$ cat config.mk
export PLATFORM = sky130hd
export DESIGN_NAME = xreg_file_flat
export DESIGN_NICKNAME = d
export VERILOG_FILES = /design/src/rtl/xreg_file_if.sv /design/src/rtl/xreg_file.sv /design/src/flat_wrapper.sv
export SDC_FILE = /design/constraint.sdc
export NUM_CORES = 2
export LEC_CHECK = 0
export ABC_CLOCK_PERIOD_IN_PS = 41500
export CORE_MARGIN = 10
export CORE_UTILIZATION = 63
export CTS_CLUSTER_DIAMETER = 30
export DETAILED_ROUTE_END_ITERATION = 8
export GPL_TIMING_DRIVEN = 0
export PLACE_DENSITY_LB_ADDON = 0.1
export RECOVER_POWER = 25
export SLEW_MARGIN = 25
export SYNTH_ARGS = -nofsm -noshare
export SYNTH_HDL_FRONTEND = slang
export SYNTH_SLANG_ARGS = --single-unit
export TNS_END_PERCENT = 10
$ cat constraint.sdc
create_clock -name clk -period 41.5 [get_ports clk]
set_input_delay 6.225 -clock clk [delete_from_list [all_inputs] [get_ports clk]]
set_output_delay 6.225 -clock clk [all_outputs]
set_load 0.05 [all_outputs]
$ cat src/rtl/xreg_file_if.sv
// Bundle between the MEM/WB write-back stage, the decode read ports and the
// integer register file. The register file connects through the slave modport.
interface xreg_file_if #(
  parameter int XLEN           = 32,
  parameter int XREG_ADDRWIDTH = 5
);

  // Write-back bundle from the MEM/WB pipeline register
  logic [XLEN-1:0]           wb_rd_in;
  logic                      wb_rd_en_in;
  logic [XREG_ADDRWIDTH-1:0] wb_rd_addr_in;

  // Decode-stage read ports
  logic                      rs1_en;
  logic [XREG_ADDRWIDTH-1:0] rs1_addr;
  logic [XLEN-1:0]           rs1_data;
  logic                      rs2_en;
  logic [XREG_ADDRWIDTH-1:0] rs2_addr;
  logic [XLEN-1:0]           rs2_data;

  logic [31:0]               wr_count;

  modport master (
    output wb_rd_in, wb_rd_en_in, wb_rd_addr_in,
    output rs1_en, rs1_addr, rs2_en, rs2_addr,
    input  rs1_data, rs2_data, wr_count
  );

  modport slave (
    input  wb_rd_in, wb_rd_en_in, wb_rd_addr_in,
    input  rs1_en, rs1_addr, rs2_en, rs2_addr,
    output rs1_data, rs2_data, wr_count
  );

endinterface

$ cat src/rtl/xreg_file.sv
// Integer register file x0..x31: one write-back port, two combinational read
// ports, x0 hardwired to zero. Define XREG_WB_BYPASS_EN for WB->read forwarding.
module xreg_file #(
  parameter int XLEN           = 32,
  parameter int XREG_ADDRWIDTH = 5,
  parameter int NUM_REGS       = 2 ** XREG_ADDRWIDTH
) (
  input  logic          clk,
  input  logic          rst,
  xreg_file_if.slave    xif
);

  // x0 has no storage; it is synthesised as a constant zero on the read side.
  logic [XLEN-1:0] r_regs [1:NUM_REGS-1];
  logic [31:0]     r_wr_count;

  logic            w_wr_fire;
  logic [XLEN-1:0] w_rs1_data;
  logic [XLEN-1:0] w_rs2_data;

  assign w_wr_fire = xif.wb_rd_en_in && (xif.wb_rd_addr_in != '0);

  // NOTE: the array is cleared by the async reset, so it maps to flops rather
  // than a RAM macro; architectural state must read zero while rst is high.
  always_ff @(posedge clk or posedge rst) begin
    if (rst) begin
      for (int i = 1; i < NUM_REGS; i++) begin
        r_regs[i] <= '0;
      end
      r_wr_count <= '0;
    end else if (w_wr_fire) begin
      // NOTE: non-blocking assignments keep every reader of r_regs on the
      // pre-edge value, independent of process evaluation order.
      r_regs[xif.wb_rd_addr_in] <= xif.wb_rd_in;
      r_wr_count                <= r_wr_count + 32'd1;
    end
  end

  function automatic logic [XLEN-1:0] read_port(
    input logic                      en,
    input logic [XREG_ADDRWIDTH-1:0] addr,
    input logic                      wr_fire,
    input logic [XREG_ADDRWIDTH-1:0] wr_addr,
    input logic [XLEN-1:0]           wr_data
  );
    logic [XLEN-1:0] data;
    data = '0;
    if (en && (addr != '0)) begin
`ifdef XREG_WB_BYPASS_EN
      if (wr_fire && (addr == wr_addr)) begin
        data = wr_data;
      end else begin
        data = r_regs[addr];
      end
`else
      data = r_regs[addr];
`endif
    end
    return data;
  endfunction

  // NOTE: every output of this block gets a value on every path (the function
  // starts from zero), so no latch is inferred.
  always_comb begin
    w_rs1_data = read_port(xif.rs1_en, xif.rs1_addr, w_wr_fire,
                           xif.wb_rd_addr_in, xif.wb_rd_in);
    w_rs2_data = read_port(xif.rs2_en, xif.rs2_addr, w_wr_fire,
                           xif.wb_rd_addr_in, xif.wb_rd_in);
  end

`ifndef XREG_WB_BYPASS_EN
  // Without forwarding these only qualify the write; the WB->ID hazard is
  // resolved in the pipeline.
  logic w_unused_bypass;
  assign w_unused_bypass = 1'b0;
`endif

  assign xif.rs1_data = w_rs1_data;
  assign xif.rs2_data = w_rs2_data;
  assign xif.wr_count = r_wr_count;

endmodule

$ cat src/flat_wrapper.sv
// flat-port wrapper written by rule: the top's interface ports become plain ports
module xreg_file_flat 
#(
  parameter int XLEN           = 32,
  parameter int XREG_ADDRWIDTH = 5,
  parameter int NUM_REGS       = 2 ** XREG_ADDRWIDTH
)
  (clk, rst, xif_wb_rd_in, xif_wb_rd_en_in, xif_wb_rd_addr_in, xif_rs1_en, xif_rs1_addr, xif_rs2_en, xif_rs2_addr, xif_rs1_data, xif_rs2_data, xif_wr_count);
  xreg_file_if #(.XLEN(XLEN), .XREG_ADDRWIDTH(XREG_ADDRWIDTH)) xif_i ();
  input  logic clk;
  input  logic rst;
  input wire logic [$bits(xif_i.wb_rd_in)-1:0] xif_wb_rd_in;
  input wire logic [$bits(xif_i.wb_rd_en_in)-1:0] xif_wb_rd_en_in;
  input wire logic [$bits(xif_i.wb_rd_addr_in)-1:0] xif_wb_rd_addr_in;
  input wire logic [$bits(xif_i.rs1_en)-1:0] xif_rs1_en;
  input wire logic [$bits(xif_i.rs1_addr)-1:0] xif_rs1_addr;
  input wire logic [$bits(xif_i.rs2_en)-1:0] xif_rs2_en;
  input wire logic [$bits(xif_i.rs2_addr)-1:0] xif_rs2_addr;
  output wire logic [$bits(xif_i.rs1_data)-1:0] xif_rs1_data;
  output wire logic [$bits(xif_i.rs2_data)-1:0] xif_rs2_data;
  output wire logic [$bits(xif_i.wr_count)-1:0] xif_wr_count;
  assign xif_i.wb_rd_in = xif_wb_rd_in;
  assign xif_i.wb_rd_en_in = xif_wb_rd_en_in;
  assign xif_i.wb_rd_addr_in = xif_wb_rd_addr_in;
  assign xif_i.rs1_en = xif_rs1_en;
  assign xif_i.rs1_addr = xif_rs1_addr;
  assign xif_i.rs2_en = xif_rs2_en;
  assign xif_i.rs2_addr = xif_rs2_addr;
  assign xif_rs1_data = xif_i.rs1_data;
  assign xif_rs2_data = xif_i.rs2_data;
  assign xif_wr_count = xif_i.wr_count;
  xreg_file #(.XLEN(XLEN), .XREG_ADDRWIDTH(XREG_ADDRWIDTH), .NUM_REGS(NUM_REGS)) u_core (.clk(clk), .rst(rst), .xif(xif_i));
endmodule
==> Word-level counts from Yosys, hierarchy flattened <==
Index checks and enable logic that the tools add are counted.
{ "op_classes": {"addsub": 1, "n_mul": 0, "n_div": 0, "order_cmp": 4, "n_eq_ne": 0, "n_shift": 0, "n_mux": 11, "n_bitwise": 3, "reduce_logical": 7} }
{ "op_table": {"columns": ["cell", "n"], "rows": [
  ["992-bit bitwise mux", 1],
  ["32-bit binary-select mux with 5-bit select", 2],
  ["32-bit 2-to-1 mux", 7],
  ["32-bit demux with 5-bit select", 1],
  ["32-bit by 1-bit adder with 32-bit output (second input constant)", 1],
  ["6-bit greater-or-equal comparator (second input constant)", 3],
  ["5-bit NOT with 6-bit output", 3],
  ["5-bit nonzero test", 3],
  ["6-bit by 1-bit < comparator with 1-bit output (second input constant)", 1],
  ["1-bit logical AND", 4]
]} }
{ "totals": {"reg_bits": 1024, "latchBits": 0, "mem_bits_rw": 0, "rom_bits": 0, "inputBits": 52, "output_inout_bits": 96, "word_cells": 58, "memories": 0} }

==> Depth between registers and ports, before layout <==
{ "logic_depth": {"ltp_word": 6, "depth_mapped": 9} }

==> Worst setup path before layout <==
OpenSTA, ideal clock, no wires.
{ "synth_path": {"kind": "input to output", "startpoint": "input port xif_rs1_addr[2]", "endpoint": "output port xif_rs1_data[30]", "arrival_time_ns": 8.167, "t_required_ns": 35.275, "slack_ns": 27.108, "path_stages": 7, "path_buffers": 3, "path_cell_list": "clkbuf_1 -> clkbuf_1 -> nor4_1 -> nor3b_1 -> clkbuf_1 -> a221oi_1 -> nor2_1"} }
{ "synth_between": {"elab_chain_len": 5, "word_cells_on_any_way": 7, "cone_classes": "mux: 4; bitwise: 1; reduce/logical: 2"} }
{ "synth_rtl": {"columns": ["element", "line_no", "source"], "rows": [
  ["start, declared", "flat_wrapper.sv:16", "input wire logic [$bits(xif_i.rs1_addr)-1:0] xif_rs1_addr;"],
  ["5-bit NOT with 6-bit output (implied by the code)", "xreg_file.sv:56", "data = r_regs[addr];"],
  ["32-bit binary-select mux with 5-bit select", "xreg_file.sv:56", null],
  ["32-bit 2-to-1 mux (implied by the code) (2 in a row)", "xreg_file.sv:56", null],
  ["32-bit 2-to-1 mux (*)", "xreg_file.sv:48", "if (en && (addr != '0)) begin"],
  ["end, declared", "flat_wrapper.sv:19", "output wire logic [$bits(xif_i.rs1_data)-1:0] xif_rs1_data;"]
]} }
Every way passes the cells marked *; elsewhere a longest branch is shown, timed or not. The select of a mux whose other input is x is not followed.

==> Worst setup path after layout <==
{ "layout_path": {"startpoint": "input port xif_rs1_addr[2]", "endpoint": "output port xif_rs1_data[14]"} }
Same word-level chain as after synthesis.

==> flow_summary.ini <==
[status]
status = finished, violations left
violations = capacitance limit, slew limit

[synthesis]
synth.area.top_cells = dfrtp_1 47%, mux2_2 24%, mux4_2 17%
synth_top_area_frac = 0.4669
seq_area_frac_synth = 0.4669
ys_ff_latch = 1024
ys_warn_count = 0
ys_async_sr_fraction = 1.000
synth_cells = 3705
synth-edff-count = 0
yosysMostFrequentCell = mux2_2
syn_area_um2 = 54880
synthFlopType = dfrtp_1
ys_types = 50
yosysTopAreaCell = dfrtp_1
synth_commonest_cells = 1168 x mux2_2, 1024 x dfrtp_1, 425 x mux4_2
avgSynthCellArea_um2 = 14.81
syn_nets = 3758

[timing]
max_clock_freq_mhz = 58.74
finalSetupTns_ns = 0
rsz0062_at_grt = no
period_share = 0.4102
tightestPinTransition_ns = 5.110
finClkSkew_ns = 0.01180
relSlewSlack = -2.407
slew_violations = 705
hold_violations = 0
finalCriticalPeriod_ns = 17.02
setup_viol = 0

[worst_setup_path]
end_kind = output port
critPathKind = input port to output port
start_kind = input port
crit_start = xif_rs1_addr[2]
cp_max_fo = 10
crit_required_ns = 35.27
r2r-start = u_core.xif.wr_count[2]
cp.arrival_ns = 10.80

[grt]
gr-total-overflow = 0
antenna_found_initial = 6
grt_pass1_wl_um = 273300
grtUsageTotal = 0.3830
grt_max_degree = 100
grt_pass1_vias = 40380

[clock_tree]
cts_resized = 0
cts_hold_buf = 0
cts.clk_slew.worst_paths_ns = 0.05
ctsRootBufferMaster = clkbuf_16
htreeDepth = 4
numClockSinks = 1024
cts_tree = yes
clkLatencyLatePin_ns = 0.80
numCtsBuffers = 211
postCtsSetupBuffers = 0
clk_path_buf_depth = 3

[placed_design]
numPortBuffers = 139
dp_cells = 5011
dp_hpwl_um = 135700
gp_congestion = 1.025

[power_and_ir_drop]
leakagePower_nw = 28.26
ir_drop_mv = 0.04472
p_per_area_nw_per_um2 = 58.40

[drt]
first_iter_violations = 4676
drt_pass1_iterations = 8
vias = 39089
routed_wl_um = 190000
drc_errors = 0
vias_per_cell = 7.228
wl_per_cell_um = 35.13
antenna_left = 0

[worst_hold_path]
worstHoldPathType = register to register
worstHoldStart = u_core.xif.wr_count[31]

[die]
core_region_area_um2 = 86620
io_pins = 148
dieHeight_um = 315.1
die-area_um2 = 99310
start_util = 0.6336
placementRows = 108
die_w_um = 315.1

[cells_and_area]
fillerInstances = 5425
stdcell_count = 5408
final_nets = 4122
area_growth_pct = 19.18
drive_above_1_share = 0.5051

[run]
drv_cap = 9
[kinds of logic after synthesis]
group                      after synthesis  synth area share
muxes                                 1683            0.4306
DFF                                   1024            0.4669
buffers and inverters                  402           0.03123
and+or+nand+nor                        295           0.02711
AOI/OAI and AO/OA                      269           0.03899
xor gates and xnor gates                31          0.004947
adders and majority gates                1         0.0002280
[registers in the layout, indices dropped and copies added, names as in the netlist]
name and cells:
u_core.xif.wr_count 32, u_core.r_regs 992
[metrics by stage]
stage          area [µm²]  setup WS [ns]  total power, mW  utilization  hold WS, ns
5_1_grt             65390          22.57            3.918       0.7550       0.4878
6_report            65400          24.48            3.819       0.7551       0.4654
2_1_floorplan       54880          6.459            1.816            -       0.4758
4_1_cts             65590          24.72            3.804       0.7573       0.4734
3_3_place_gp        57720         -5.347            2.010       0.6663       0.4542
3_5_place_dp        58070          24.73            2.038       0.6704       0.4587
[report_power, final]
group	internal, mW	total [mW]	switching, mW
Clock	1.19	1.77	0.586
Sequential	1.19	1.34	0.147
Combinational	0.378	0.707	0.329
[per-layer routing]
metal	share of wire	GRT usage	vias up
met5	0	0	-
met4	0.084	0.2845	0
met3	0.11	0.1176	713
met2	0.44	0.5611	2534
met1	0.37	0.4778	20634
li1	-	-	15208
[layout by cell type, fill, tap and decap left out, drive strengths merged, types with 13 or more instances in the layout]
master / n
o22ai: 18
dfrtp: 1024
o21ai: 18
clkbuf: 472
clkinvlp: 27
buf: 197
nor3: 58
a221oi: 96
xor2: 13
nand3: 15
clkinv: 59
o31a: 18
inv: 21
mux2: 1171
nor2b: 41
mux4: 425
a211oi: 55
xnor2: 18
nor2: 85
bufinv: 31
clkdlybuf4s50: 137
mux2i: 87
o221ai: 27
nand2: 50
a21oi: 14
[worst max-delay path, cell delays in order]
cell and delay, ns:
clkbuf_1 0.54, clkbuf_2 0.61, buf_2 0.69, clkbuf_1 0.50, nor2b_1 0.41, nor3_1 0.10, a211oi_1 0.69, nor2_1 0.24
clkdlybuf4s50_1 0.77
[worst paths after layout]
check                                          end  slack [ns]  cells after the start
max in group asynchronous       u_core.r_regs[804]       24.61                      5
min in group asynchronous   u_core.xif.wr_count[5]        6.44                      2
hold / removal             u_core.xif.wr_count[31]        0.47                      1
hold reg to reg            u_core.xif.wr_count[31]        0.47                      1
setup / recovery                  xif_rs1_data[14]       24.48                      9
setup reg to reg           u_core.xif.wr_count[29]       39.28                      6
[final cells by class]
class | count | area, µm² | share of cell area
multi-input cells | 2279 | 27540 | 0.4211
flip-flops and latches | 1024 | 25620 | 0.3918
clock buffers | 260 | 5807 | 0.08879
clock inverters | 133 | 1715 | 0.02623
plain buffers | 397 | 1709 | 0.02613
repair buffers | 151 | 1531 | 0.02342
well taps | 1155 | 1445 | 0.02210
inverters | 5 | 20.02 | 0.0003061
diodes | 4 | 10.01 | 0.0001530
(Power assumes the default switching activity.)
